### src/rtl/decode_pkg.sv
// RV32I decode definitions: opcodes, ALU control encodings, operand selects, payload struct.
// No logic latency (types and constants only).
// Not applicable: no flow control lives here.
package decode_pkg;

    // Major opcodes (instr[6:0]) handled by the decoder
    localparam logic [6:0] OPC_OP     = 7'b0110011;
    localparam logic [6:0] OPC_OP_IMM = 7'b0010011;
    localparam logic [6:0] OPC_LOAD   = 7'b0000011;
    localparam logic [6:0] OPC_STORE  = 7'b0100011;
    localparam logic [6:0] OPC_BRANCH = 7'b1100011;
    localparam logic [6:0] OPC_JAL    = 7'b1101111;
    localparam logic [6:0] OPC_JALR   = 7'b1100111;
    localparam logic [6:0] OPC_LUI    = 7'b0110111;
    localparam logic [6:0] OPC_AUIPC  = 7'b0010111;

    // funct7 values: base encoding and the SUB/SRA alternate
    localparam logic [6:0] F7_BASE = 7'b0000000;
    localparam logic [6:0] F7_ALT  = 7'b0100000;

    typedef enum logic [2:0] {
        ALU_ADD  = 3'd0,
        ALU_SLL  = 3'd1,
        ALU_SLT  = 3'd2,
        ALU_SLTU = 3'd3,
        ALU_XOR  = 3'd4,
        ALU_SR   = 3'd5,
        ALU_OR   = 3'd6,
        ALU_AND  = 3'd7
    } alu_op_e;

    typedef enum logic [1:0] {
        A_RS1  = 2'd0,
        A_PC   = 2'd1,
        A_ZERO = 2'd2
    } a_src_e;

    typedef enum logic {
        B_RS2 = 1'b0,
        B_IMM = 1'b1
    } b_src_e;

    typedef enum logic [2:0] {
        CLS_ALU    = 3'd0,
        CLS_LOAD   = 3'd1,
        CLS_STORE  = 3'd2,
        CLS_BRANCH = 3'd3,
        CLS_JAL    = 3'd4,
        CLS_JALR   = 3'd5,
        CLS_UPPER  = 3'd6
    } instr_class_e;

    // Control part of the decoded word; immediate and PC travel alongside at WIDTH bits
    typedef struct packed {
        alu_op_e      alu_op;
        logic         alu_sign;
        logic         b_add_one;
        logic         b_negate;
        a_src_e       a_src;
        b_src_e       b_src;
        logic [4:0]   rs1;
        logic [4:0]   rs2;
        logic [4:0]   rd;
        instr_class_e cls;
        logic         illegal;
    } decoded_t;

    // OP-IMM shift immediates: SLLI needs a zero upper field, SRLI/SRAI may use the alternate
    function automatic logic shift_imm_legal(input logic [2:0] funct3, input logic [6:0] funct7);
        logic ok;
        ok = 1'b1;
        if (funct3 == 3'b001) begin
            ok = (funct7 == F7_BASE);
        end else if (funct3 == 3'b101) begin
            ok = (funct7 == F7_BASE) || (funct7 == F7_ALT);
        end
        return ok;
    endfunction

endpackage

### src/rtl/skid_buffer.sv
// Two-entry valid/ready pipeline register (main + skid) with synchronous flush.
// Latency 1 cycle from input handshake to out_valid; full throughput when drained.
// in_ready is registered (low only while skid entry is occupied); order strictly preserved.
module skid_buffer #(
    parameter int W = 8
) (
    input  logic         clk,
    input  logic         rst_n,
    input  logic         flush,
    input  logic         in_valid,
    output logic         in_ready,
    input  logic [W-1:0] in_data,
    output logic         out_valid,
    input  logic         out_ready,
    output logic [W-1:0] out_data
);

    typedef enum logic [1:0] {
        EMPTY = 2'd0,
        ONE   = 2'd1,
        TWO   = 2'd2
    } buf_state_e;

    buf_state_e   state;
    buf_state_e   state_nxt;
    logic [W-1:0] main_q;
    logic [W-1:0] skid_q;
    logic         load_main_in;
    logic         load_main_skid;
    logic         load_skid;
    logic         accept;
    logic         drain;

    // Both handshake flags come straight from the state register
    assign in_ready  = (state != TWO);
    assign out_valid = (state != EMPTY);
    assign out_data  = main_q;
    assign accept    = in_valid && in_ready;
    assign drain     = out_valid && out_ready;

    // Next occupancy and which entry loads from where; flush overrides everything
    always_comb begin
        state_nxt      = state;
        load_main_in   = 1'b0;
        load_main_skid = 1'b0;
        load_skid      = 1'b0;
        if (flush) begin
            state_nxt = EMPTY;
        end else begin
            case (state)
                EMPTY: begin
                    if (accept) begin
                        state_nxt    = ONE;
                        load_main_in = 1'b1;
                    end
                end
                ONE: begin
                    if (accept && drain) begin
                        load_main_in = 1'b1;
                    end else if (accept) begin
                        state_nxt = TWO;
                        load_skid = 1'b1;
                    end else if (drain) begin
                        state_nxt = EMPTY;
                    end
                end
                TWO: begin
                    if (drain) begin
                        state_nxt      = ONE;
                        load_main_skid = 1'b1;
                    end
                end
                default: begin
                    state_nxt = EMPTY;
                end
            endcase
        end
    end

    // Occupancy register
    always_ff @(posedge clk or negedge rst_n) begin
        if (!rst_n) begin
            state <= EMPTY;
        end else begin
            state <= state_nxt;
        end
    end

    // Entry storage; cleared on reset so payload outputs read zero
    always_ff @(posedge clk or negedge rst_n) begin
        if (!rst_n) begin
            main_q <= '0;
            skid_q <= '0;
        end else begin
            if (load_main_in) begin
                main_q <= in_data;
            end else if (load_main_skid) begin
                main_q <= skid_q;
            end
            if (load_skid) begin
                skid_q <= in_data;
            end
        end
    end

endmodule

### src/rtl/decode_stage.sv
// RV32I decode: instruction word -> ALU control, operand selects, registers, immediate.
// Latency 1 cycle (combinational decode into a registered 2-entry skid buffer).
// Back-pressure absorbed by the skid entry; in_ready is registered, never combinational.
module decode_stage
    import decode_pkg::*;
#(
    parameter int WIDTH = 32
) (
    input  logic             clk,
    input  logic             rst_n,
    input  logic             flush,
    input  logic             in_valid,
    output logic             in_ready,
    input  logic [31:0]      in_instr,
    input  logic [WIDTH-1:0] in_pc,
    output logic             out_valid,
    input  logic             out_ready,
    output logic [2:0]       out_alu_op,
    output logic             out_alu_sign,
    output logic             out_alu_b_add_one,
    output logic             out_alu_b_negate,
    output logic [1:0]       out_a_src,
    output logic             out_b_src,
    output logic [WIDTH-1:0] out_imm,
    output logic [4:0]       out_rs1,
    output logic [4:0]       out_rs2,
    output logic [4:0]       out_rd,
    output logic [2:0]       out_class,
    output logic             out_illegal,
    output logic [WIDTH-1:0] out_pc
);

    localparam int PW = $bits(decoded_t) + 2 * WIDTH;

    logic [6:0]       opcode;
    logic [2:0]       funct3;
    logic [6:0]       funct7;
    logic [4:0]       rs1_f;
    logic [4:0]       rs2_f;
    logic [4:0]       rd_f;
    logic [WIDTH-1:0] imm_i;
    logic [WIDTH-1:0] imm_s;
    logic [WIDTH-1:0] imm_b;
    logic [WIDTH-1:0] imm_u;
    logic [WIDTH-1:0] imm_j;
    decoded_t         dec;
    logic [WIDTH-1:0] imm;
    logic [PW-1:0]    pay_in;
    logic [PW-1:0]    pay_out;
    decoded_t         odec;

    assign opcode = in_instr[6:0];
    assign funct3 = in_instr[14:12];
    assign funct7 = in_instr[31:25];
    assign rs1_f  = in_instr[19:15];
    assign rs2_f  = in_instr[24:20];
    assign rd_f   = in_instr[11:7];

    // All immediate formats, sign-extended from instr[31]
    assign imm_i = WIDTH'($signed(in_instr[31:20]));
    assign imm_s = WIDTH'($signed({in_instr[31:25], in_instr[11:7]}));
    assign imm_b = WIDTH'($signed({in_instr[31], in_instr[7], in_instr[30:25], in_instr[11:8], 1'b0}));
    assign imm_u = WIDTH'($signed({in_instr[31:12], 12'h000}));
    assign imm_j = WIDTH'($signed({in_instr[31], in_instr[19:12], in_instr[20], in_instr[30:21], 1'b0}));

    // Opcode decode; unused register indices stay zero and illegal words carry only the flag (plus PC)
    always_comb begin
        dec = '0;
        imm = '0;
        case (opcode)
            OPC_OP: begin
                if ((funct7 == F7_BASE) ||
                    ((funct7 == F7_ALT) && ((funct3 == 3'b000) || (funct3 == 3'b101)))) begin
                    dec.cls    = CLS_ALU;
                    dec.alu_op = alu_op_e'(funct3);
                    dec.a_src  = A_RS1;
                    dec.b_src  = B_RS2;
                    dec.rs1    = rs1_f;
                    dec.rs2    = rs2_f;
                    dec.rd     = rd_f;
                    if (funct7 == F7_ALT) begin
                        if (funct3 == 3'b000) begin
                            dec.b_negate  = 1'b1;
                            dec.b_add_one = 1'b1;
                        end else begin
                            dec.alu_sign = 1'b1;
                        end
                    end
                end else begin
                    dec.illegal = 1'b1;
                end
            end
            OPC_OP_IMM: begin
                if (shift_imm_legal(funct3, funct7)) begin
                    dec.cls      = CLS_ALU;
                    dec.alu_op   = alu_op_e'(funct3);
                    dec.alu_sign = (funct3 == 3'b101) && in_instr[30];
                    dec.a_src    = A_RS1;
                    dec.b_src    = B_IMM;
                    dec.rs1      = rs1_f;
                    dec.rd       = rd_f;
                    imm          = imm_i;
                end else begin
                    dec.illegal = 1'b1;
                end
            end
            OPC_LOAD: begin
                dec.cls   = CLS_LOAD;
                dec.a_src = A_RS1;
                dec.b_src = B_IMM;
                dec.rs1   = rs1_f;
                dec.rd    = rd_f;
                imm       = imm_i;
            end
            OPC_STORE: begin
                dec.cls   = CLS_STORE;
                dec.a_src = A_RS1;
                dec.b_src = B_IMM;
                dec.rs1   = rs1_f;
                dec.rs2   = rs2_f;
                imm       = imm_s;
            end
            OPC_BRANCH: begin
                dec.cls   = CLS_BRANCH;
                dec.a_src = A_RS1;
                dec.b_src = B_RS2;
                dec.rs1   = rs1_f;
                dec.rs2   = rs2_f;
                imm       = imm_b;
                // Equality compares subtract and test for zero; ordered compares use SLT/SLTU
                case (funct3[2:1])
                    2'b00: begin
                        dec.alu_op    = ALU_ADD;
                        dec.b_negate  = 1'b1;
                        dec.b_add_one = 1'b1;
                    end
                    2'b10:   dec.alu_op = ALU_SLT;
                    2'b11:   dec.alu_op = ALU_SLTU;
                    default: dec.alu_op = ALU_ADD;
                endcase
            end
            OPC_JAL: begin
                dec.cls   = CLS_JAL;
                dec.a_src = A_PC;
                dec.b_src = B_IMM;
                dec.rd    = rd_f;
                imm       = imm_j;
            end
            OPC_JALR: begin
                dec.cls   = CLS_JALR;
                dec.a_src = A_RS1;
                dec.b_src = B_IMM;
                dec.rs1   = rs1_f;
                dec.rd    = rd_f;
                imm       = imm_i;
            end
            OPC_LUI: begin
                dec.cls   = CLS_UPPER;
                dec.a_src = A_ZERO;
                dec.b_src = B_IMM;
                dec.rd    = rd_f;
                imm       = imm_u;
            end
            OPC_AUIPC: begin
                dec.cls   = CLS_UPPER;
                dec.a_src = A_PC;
                dec.b_src = B_IMM;
                dec.rd    = rd_f;
                imm       = imm_u;
            end
            default: begin
                dec.illegal = 1'b1;
            end
        endcase
    end

    assign pay_in = {dec, imm, in_pc};

    skid_buffer #(
        .W(PW)
    ) u_skid (
        .clk      (clk),
        .rst_n    (rst_n),
        .flush    (flush),
        .in_valid (in_valid),
        .in_ready (in_ready),
        .in_data  (pay_in),
        .out_valid(out_valid),
        .out_ready(out_ready),
        .out_data (pay_out)
    );

    assign {odec, out_imm, out_pc} = pay_out;
    assign out_alu_op        = odec.alu_op;
    assign out_alu_sign      = odec.alu_sign;
    assign out_alu_b_add_one = odec.b_add_one;
    assign out_alu_b_negate  = odec.b_negate;
    assign out_a_src         = odec.a_src;
    assign out_b_src         = odec.b_src;
    assign out_rs1           = odec.rs1;
    assign out_rs2           = odec.rs2;
    assign out_rd            = odec.rd;
    assign out_class         = odec.cls;
    assign out_illegal       = odec.illegal;

endmodule

### config.mk
export PLATFORM = sky130hd
export DESIGN_NAME = decode_stage
export DESIGN_NICKNAME = d
export VERILOG_FILES = /design/src/rtl/decode_pkg.sv /design/src/rtl/skid_buffer.sv /design/src/rtl/decode_stage.sv
export SDC_FILE = /design/constraint.sdc
export NUM_CORES = 1
export LEC_CHECK = 0
export BUFFER_PORTS_ARGS = -buffer_cell sky130_fd_sc_hd__buf_4
export CAP_MARGIN = 20
export CORE_AREA = 2 2 131 133
export CTS_CLUSTER_DIAMETER = 100
export DETAILED_ROUTE_END_ITERATION = 10
export DIE_AREA = 0 0 133 135
export PLACE_DENSITY = 0.78
export SYNTH_ARGS = -nofsm -noshare
export SYNTH_HDL_FRONTEND = slang
export SYNTH_SLANG_ARGS = --single-unit
### constraint.sdc
create_clock -name clk -period 2.1 [get_ports clk]
set_input_delay 0.315 -clock clk [delete_from_list [all_inputs] [get_ports clk]]
set_output_delay 0.315 -clock clk [all_outputs]
set_load 0.01 [all_outputs]
==> flow_metrics.py, run 1 <==
metrics = {
    "timing": {
        "min_period_over_period_pct": 92.05,
        "tightestPinTransition_ps": 654.7,
        "final_max_slew_viol_count": 0,
        "setup_viol": 0,
        "worst_slack_ps": 167.0,
        "rsz0062_at_grt": "false",
        "fin_crit_ps": 1933,
        "worst_clock_skew_ps": 6.268,
        "max_freq_mhz": 517.3,
        "hold_viol": 0,
        "max_slew_margin_pct": 56.02,
    },
    "pwr": {
        "p_sw_uw": 2241,
        "p_int_uw": 6415,
        "p_comb_share_pct": 13.9,
        "powerDensity_nw_per_um2": 827.6,
        "p_sw_share_pct": 25.89,
        "max-vdd-ir-drop_mv": 0.5540,
        "clkPwrFrac_pct": 38.3,
        "total_leakage_power_uw": 0.005326,
        "pwr-share-seq_pct": 47.8,
    },
    "clock_network": {
        "post-cts-setup-buffer-count": 0,
        "cts_tree": "yes",
        "clk-insertion-delay-late_ps": 430,
        "cts-root-buf": "clkbuf_16",
        "cts.sinks": 184,
        "cts_buffer_depth": 2,
        "cts_made_buffers": 17,
        "htree_levels": 4,
        "clk_pin_slew_worst_paths_ps": 70,
    },
    "synth": {
        "yosysWarnings": 0,
        "ys_ff_latch": 184,
        "syn_nets": 913,
        "synthFlopType": "dfrtp_1",
        "synth_cells": 844,
        "ys_seq_area_share_pct": 56.64,
        "syn_area_um2": 8129,
        "async_reset_ff_share_pct": 100.0,
        "synth_edf_count": 0,
        "postSynthAreaPerCell_um2": 9.632,
        "synth_cell_types": 56,
    },
    "final_layout": {
        "syn2layout_area_growth_pct": 28.66,
        "fin_cells": 1234,
        "n_antenna_cell": 0,
        "drive_gt1_share_pct": 24.46,
        "nNetsFinal": 1070,
    },
    "floorplanning": {
        "initial_core_util_pct": 49.55,
        "io_pins": 163,
        "die_area_um2": 17960,
        "chipHeight_um": 135,
        "die_x_um": 133,
        "core_area_um2": 16410,
        "num_rows": 47,
    },
    "setup_path": {
        "startpoint_type": "flop",
        "criticalPathCategory": "flop to flop",
        "cp-end-kind": "flop",
        "worstPathMaxFanout": 51,
        "required_ps": 2470,
        "cp.arrival_ps": 2300,
    },
    "route": {
        "ant_nets": 0,
        "drt-initial-drc-count": 593,
        "totalWireLength_mm": 22.70,
        "wl_per_cell_um": 18.39,
        "viasPerCell": 5.788,
        "num_vias": 7143,
        "drt_pass1_iterations": 6,
        "post-route-drc-count": 0,
    },
    "global_route": {
        "antenna_found_initial": 0,
        "grt_pass1_vias": 6956,
        "grt_pass1_wl_mm": 36.76,
        "grt_usage_pct": 25.73,
        "grt_max_degree": 79,
        "grt_overflow": 0,
    },
    "min_path": {
        "hp-class": "input pin to flop",
    },
    "placement": {
        "gp_congestion": 0.9492,
        "pre_cts_slack_ps": -117.6,
        "place_inst": 1201,
        "port-buffer-count": 162,
        "dpl.hpwl_mm": 14.59,
    },
    "run": {
        "drv_cap": 0,
    },
    "status": {
        "status": "completed",
    },
}
-- cells in the mapped netlist, types with 2 or more instances --
library cell / number / share of area [%]
dfrtp_1: 184 / 57
a21o_1: 6 / 0.55
o21ai_0: 71 / 4.4
nand2_1: 235 / 11
clkbuf_1: 53 / 2.4
nor4_1: 2 / 0.15
a222oi_1: 4 / 0.49
and2_1: 4 / 0.31
nand2b_1: 6 / 0.46
buf_4: 3 / 0.28
a22o_1: 12 / 1.3
a211oi_1: 5 / 0.46
and3_1: 36 / 2.8
o22ai_1: 3 / 0.23
o21a_1: 2 / 0.18
nor2b_1: 6 / 0.46
or3_1: 5 / 0.38
nor3_1: 9 / 0.55
a31oi_1: 2 / 0.15
a21oi_1: 40 / 2.5
nor2_1: 18 / 0.83
a22oi_1: 48 / 4.4
mux2_2: 8 / 1.1
or2_2: 2 / 0.15
nand3_1: 12 / 0.74
a211o_1: 8 / 0.86
inv_1: 4 / 0.18
o211ai_1: 2 / 0.18
nor4bb_1: 2 / 0.25
nor3b_1: 3 / 0.28
nand4_1: 2 / 0.15
buf_1: 4 / 0.18
a221o_1: 19 / 2.3
nand3b_1: 2 / 0.18
-- stage by stage --
stage / power (uW) / hold WS [ps] / utilization, % / setup TNS, ps / area (um^2)
global placement: 5351 / 306.9 / 59.94 / -670.7 / 9834
finish: 8656 / 79.12 / 63.75 / 0 / 10460
global route: 9035 / 73.22 / 63.75 / 0 / 10460
detailed placement: 5391 / 307.4 / 59.94 / -1785 / 9834
floorplan: 4709 / 19.41 / - / 0 / 8129
CTS: 8701 / 65.85 / 63.69 / 0 / 10450
-- path summary, 6_finish.rpt --
kind	from	end	slack, ps	depth (start not counted)
min reg2reg	u_skid.skid_q[41]$_DFFE_PN0P_	u_skid.skid_q[41]$_DFFE_PN0P_	470	2
max in group asynchronous	rst_n	u_skid.skid_q[59]$_DFFE_PN0P_	980	3
min	in_pc[15]	u_skid.skid_q[15]$_DFFE_PN0P_	80	3
max	u_skid.state[0]$_DFFE_PN0P_	u_skid.out_data[77]$_DFFE_PN0P_	170	7
max reg2reg	u_skid.state[0]$_DFFE_PN0P_	u_skid.out_data[77]$_DFFE_PN0P_	170	7
min in group asynchronous	rst_n	u_skid.out_data[37]$_DFFE_PN0P_	410	2
-- logic make-up (layout without fill, tap and decap cells) --
logic type | count (synthesis) | after routing | share of synthesized area (%)
xor gates and xnor gates | 1 | 1 | 0.1078
buffers and inverters | 65 | 235 | 3.155
and+or+nand+nor | 352 | 352 | 19.42
muxes | 9 | 9 | 1.231
AOI/OAI and AO/OA | 233 | 233 | 19.44
DFF | 184 | 184 | 56.64
-- state kept, by name (all words and copies together), names as in the netlist --
signal           count
u_skid.out_data     91
u_skid.skid_q       91
u_skid.state         2
-- timing repair --
action,CTS,global route
gates resized for setup,0,2
setup endpoints to repair,0,12
hold buffers,1,0
hold endpoints to repair,49,0
-- final cells by class --
class | instances | area (um^2)
fillers | 1353 | 5948
repair buffers | 199 | 1653
inverters | 4 | 15.01
multi-input cells | 595 | 3306
clock inverters | 10 | 141.4
clock buffers | 22 | 464.2
flip-flops and latches | 184 | 4604
well taps | 220 | 275.3
-- critical path, stage by stage, from the launching register on --
cell,delay (ps)
dfrtp_1,430
nor2b_2,180
inv_1,100
nor3b_4,270
buf_4,280
buf_12,270
a22o_1,190
a21o_1,90
-- power groups by stage --
stage / Sequential (uW) / Clock, uW / Combinational [uW]
final: 4140 / 3320 / 1200
after global routing: 4180 / 3520 / 1340
after CTS: 4130 / 3360 / 1210
after detailed placement: 4190 / 0 / 1210
after global placement: 4180 / 0 / 1170
after floorplan: 4220 / 0 / 490
-- layer usage --
layer | part of all wire [%] | vias to the layer above | track usage, %
met5 | 0 | - | 0
met4 | 2.0 | 0 | 8.841
met3 | 7.1 | 32 | 6.119
met2 | 47 | 288 | 40.53
met1 | 44 | 3523 | 35.28
li1 | - | 3300 | -
-- cells in the final DEF (no fill, tap or decap), drive strengths merged, types with 2 or more instances in the layout --
master,instances
a211o,8
a211oi,5
a21o,6
a21oi,40
a221o,19
a222oi,4
a22o,12
a22oi,48
a31oi,2
and2,4
and3,36
buf,197
bufinv,3
clkbuf,23
clkinv,4
dfrtp,184
inv,6
mux2,8
nand2,235
nand2b,6
nand3,12
nand3b,2
nand4,2
nor2,19
nor2b,6
nor3,10
nor3b,3
nor4,2
nor4bb,2
o211ai,2
o21a,2
o21ai,73
o22ai,4
or2,2
or3,5
or4,2
No activity file was read; power rests on OpenSTA's default activity.
==> run 2: changes to the inputs <==
--- a/config.mk
+++ b/config.mk
@@ -5,13 +5,14 @@
 export SDC_FILE = /design/constraint.sdc
 export NUM_CORES = 1
 export LEC_CHECK = 0
+export ABC_AREA = 1
 export BUFFER_PORTS_ARGS = -buffer_cell sky130_fd_sc_hd__buf_4
 export CAP_MARGIN = 20
-export CORE_AREA = 2 2 131 133
+export CORE_AREA = 2 2 137 139
 export CTS_CLUSTER_DIAMETER = 100
 export DETAILED_ROUTE_END_ITERATION = 10
-export DIE_AREA = 0 0 133 135
-export PLACE_DENSITY = 0.78
+export DIE_AREA = 0 0 139 141
+export PLACE_DENSITY = 0.77
 export SYNTH_ARGS = -nofsm -noshare
 export SYNTH_HDL_FRONTEND = slang
 export SYNTH_SLANG_ARGS = --single-unit
==> run 2 against run 1 <==
Non-clock buffer count decreased by 10. Fmax increased by 2.8%. Critical path type unchanged. Synthesized cell count increased by 31%. Critical path depth increased by 1. Largest power group unchanged. Area after synthesis increased by 10%. First-iteration DRC count decreased by 10%. Core utilization decreased by 3.6 points. Register-to-register slack improved by 50 ps. Highest routed layer unchanged.
==> flow_metrics.py, run 2 <==
metrics = {
    "status": {
        "status": "completed",
    },
    "run": {
        "drv_cap": 0,
    },
    "clock_network": {
        "cts_buffer_depth": 2,
        "cts_tree": "yes",
        "htree_levels": 4,
        "cts_resized": 0,
        "cts_made_buffers": 17,
        "clk-insertion-delay-late_ps": 430,
        "cts-root-buf": "clkbuf_16",
        "cts.sinks": 184,
        "clk_pin_slew_worst_paths_ps": 70,
    },
    "setup_path": {
        "criticalPathCategory": "flop to flop",
        "cp-end-kind": "flop",
        "cp.arrival_ps": 2210,
        "endpoint": "u_skid.out_data[12]$_DFFE_PN0P_",
        "reg2reg_slack_ps": 220,
        "worstReg2RegStart": "u_skid.state[1]$_DFFE_PN0P_",
        "critPathMaxStageDelay_ps": 400,
        "critPathSlowestCell": "dfrtp_1",
        "rr_worst_depth": 8,
        "worstPathMaxFanout": 29,
        "required_ps": 2430,
        "crit_chain": "or2_1, nor2_1, nand2_2, nand2_2, inv_2, buf_4, nand2_1, o211ai_1",
        "critPathMostFrequentCell": "nand2_2",
        "startpoint_type": "flop",
        "cp-startpoint": "u_skid.state[1]$_DFFE_PN0P_",
        "rr_endpoint": "u_skid.out_data[12]$_DFFE_PN0P_",
    },
    "global_route": {
        "grt_overflow": 0,
        "antenna_found_initial": 0,
        "grt_max_degree": 66,
        "grt_pass1_vias": 7670,
        "grt_use_met3_pct": 6.114,
        "met1_usage_pct": 34.24,
        "grt_pass1_wl_mm": 38.99,
        "grt.busiest_layer": "met2",
        "grt_usage_pct": 24.48,
        "grtUsageMet2_pct": 37.98,
    },
    "floorplanning": {
        "core_area_um2": 18270,
        "initial_core_util_pct": 48.95,
        "die_x_um": 139,
        "num_rows": 50,
        "io_pins": 163,
        "chipHeight_um": 141,
        "die_area_um2": 19600,
    },
    "final_layout": {
        "fillers": 1623,
        "syn2layout_area_growth_pct": 22.78,
        "fin_util_pct": 60.10,
        "nNetsFinal": 1319,
        "drive_gt1_share_pct": 20.59,
        "final_cell_mix": "nand2_1, dfrtp_1, buf_4, nand3_1, inv_1",
        "final_common_cell": "nand2_1",
        "n_antenna_cell": 0,
        "fin_cells": 1497,
    },
    "pwr": {
        "max-vdd-ir-drop_mv": 0.5914,
        "powerDensity_nw_per_um2": 811.9,
        "total_leakage_power_uw": 0.006128,
    },
    "timing": {
        "setup_viol": 0,
        "final_max_slew_viol_count": 0,
        "fin_tns_setup_ps": 0,
        "min_period_over_period_pct": 89.58,
        "worst_clock_skew_ps": 9.769,
        "holdWs_ps": 137.5,
        "fin_crit_ps": 1881,
        "max_freq_mhz": 531.6,
        "max_slew_margin_pct": 52.62,
        "rsz0062_at_grt": "false",
        "tightestPinTransition_ps": 710.7,
        "hold_viol": 0,
    },
    "route": {
        "viasPerCell": 5.334,
        "wl_per_cell_um": 15.62,
        "drt_pass1_iterations": 4,
        "totalWireLength_mm": 23.38,
        "drt-initial-drc-count": 533,
        "post-route-drc-count": 0,
        "num_vias": 7985,
        "ant_nets": 0,
    },
    "placement": {
        "port-buffer-count": 162,
        "dpl.hpwl_mm": 15.68,
        "gp_congestion": 0.9705,
        "place_inst": 1464,
    },
    "synth": {
        "yosysWarnings": 0,
        "yosys-top-cells-count": "nand2_1, dfrtp_1, nand3_1, inv_1, a22o_1",
        "synth_edf_count": 0,
        "synth_cell_types": 30,
        "async_reset_ff_share_pct": 100.0,
        "ys_ff_latch": 184,
        "ys_top_cells_by_area": "dfrtp_1, nand2_1, nand3_1, a22o_1, inv_1",
        "postSynthAreaPerCell_um2": 8.078,
        "synth_cells": 1107,
        "yosys.area.top_type": "dfrtp_1",
        "yosysMostFrequentCell": "nand2_1",
        "syn_area_um2": 8942,
        "synth_top_area_share_pct": 51.49,
        "ys_seq_area_share_pct": 51.49,
        "syn_nets": 1176,
        "synthFlopType": "dfrtp_1",
    },
    "min_path": {
        "hp-class": "input pin to flop",
    },
}
run 2: cell types whose count changed after synthesis, sizes merged, moves of 34 or more:
| cell | previous run | this run |
|---|---|---|
| a22oi | 48 | 0 |
| nand2 | 235 | 425 |
| nand3 | 12 | 148 |
| inv | 4 | 101 |
| and3 | 36 | 0 |
| buf | 8 | 42 |
| o21ai | 73 | 38 |
run 2: repair_timing:
item | in CTS | in global routing
endpoints found under the setup margin | 0 | 0
hold buffers | 1 | 0
setup buffers | 0 | 0
hold endpoints to repair | 55 | 0
run 2: cell families after synthesis:
family                 Yosys count  share of synthesized area, %
and+or+nand+nor                626                         30.31
buffers and inverters          166                         7.891
DFF                            184                         51.49
AOI/OAI and AO/OA              131                         10.31
run 2: final cells by class:
| cell class | instances | area [um^2] | area share (%) |
|---|---|---|---|
| Clock buffer | 18 | 429.2 | 3.909 |
| Clock inverter | 14 | 127.6 | 1.162 |
| Inverter | 101 | 380.4 | 3.464 |
| Multi-Input combinational cell | 757 | 3632 | 33.08 |
| Sequential cell | 184 | 4604 | 41.94 |
| Tap cell | 234 | 292.8 | 2.667 |
| Timing Repair Buffer | 189 | 1513 | 13.78 |
run 2: critical path: cells and delay by family, from the launching register on:
family          cells  cell delay, ps
buf+inv             2             720
simple gates        5             530
flops               1             400
compound gates      1             110
run 2: how the worst min path moves through the flow:
stage	from	to	slack, ps	cells after the start
finish	in_instr[26]	u_skid.skid_q[38]$_DFFE_PN0P_	140	3
global route	in_instr[26]	u_skid.skid_q[38]$_DFFE_PN0P_	140	3
CTS	in_instr[26]	u_skid.skid_q[38]$_DFFE_PN0P_	120	3
detailed placement	rst_n	u_skid.skid_q[8]$_DFFE_PN0P_	350	1
global placement	rst_n	u_skid.out_data[8]$_DFFE_PN0P_	350	1
floorplan	rst_n	u_skid.out_data[0]$_DFFE_PN0P_	20	0
run 2: where the power goes:
group | internal, uW | switching, uW
clock | 1570 | 1480
combinational | 710 | 838
sequential | 4040 | 284
run 2: routing by layer:
metal / vias up / routed length (um)
met4: 0 / 446
li1: 3853 / -
met3: 24 / 1924
met1: 3788 / 10250
met2: 320 / 10760
met5: - / 0
run 2: through the flow:
stage | instance area, um^2 | setup WS (ps) | power (uW)
floorplan | 8942 | 481.6 | 5121
global placement | 10410 | 247.9 | 5883
detailed placement | 10410 | 210.2 | 5941
CTS | 10980 | 193.5 | 9000
global route | 10980 | 34.67 | 9365
finish | 10980 | 218.9 | 8914
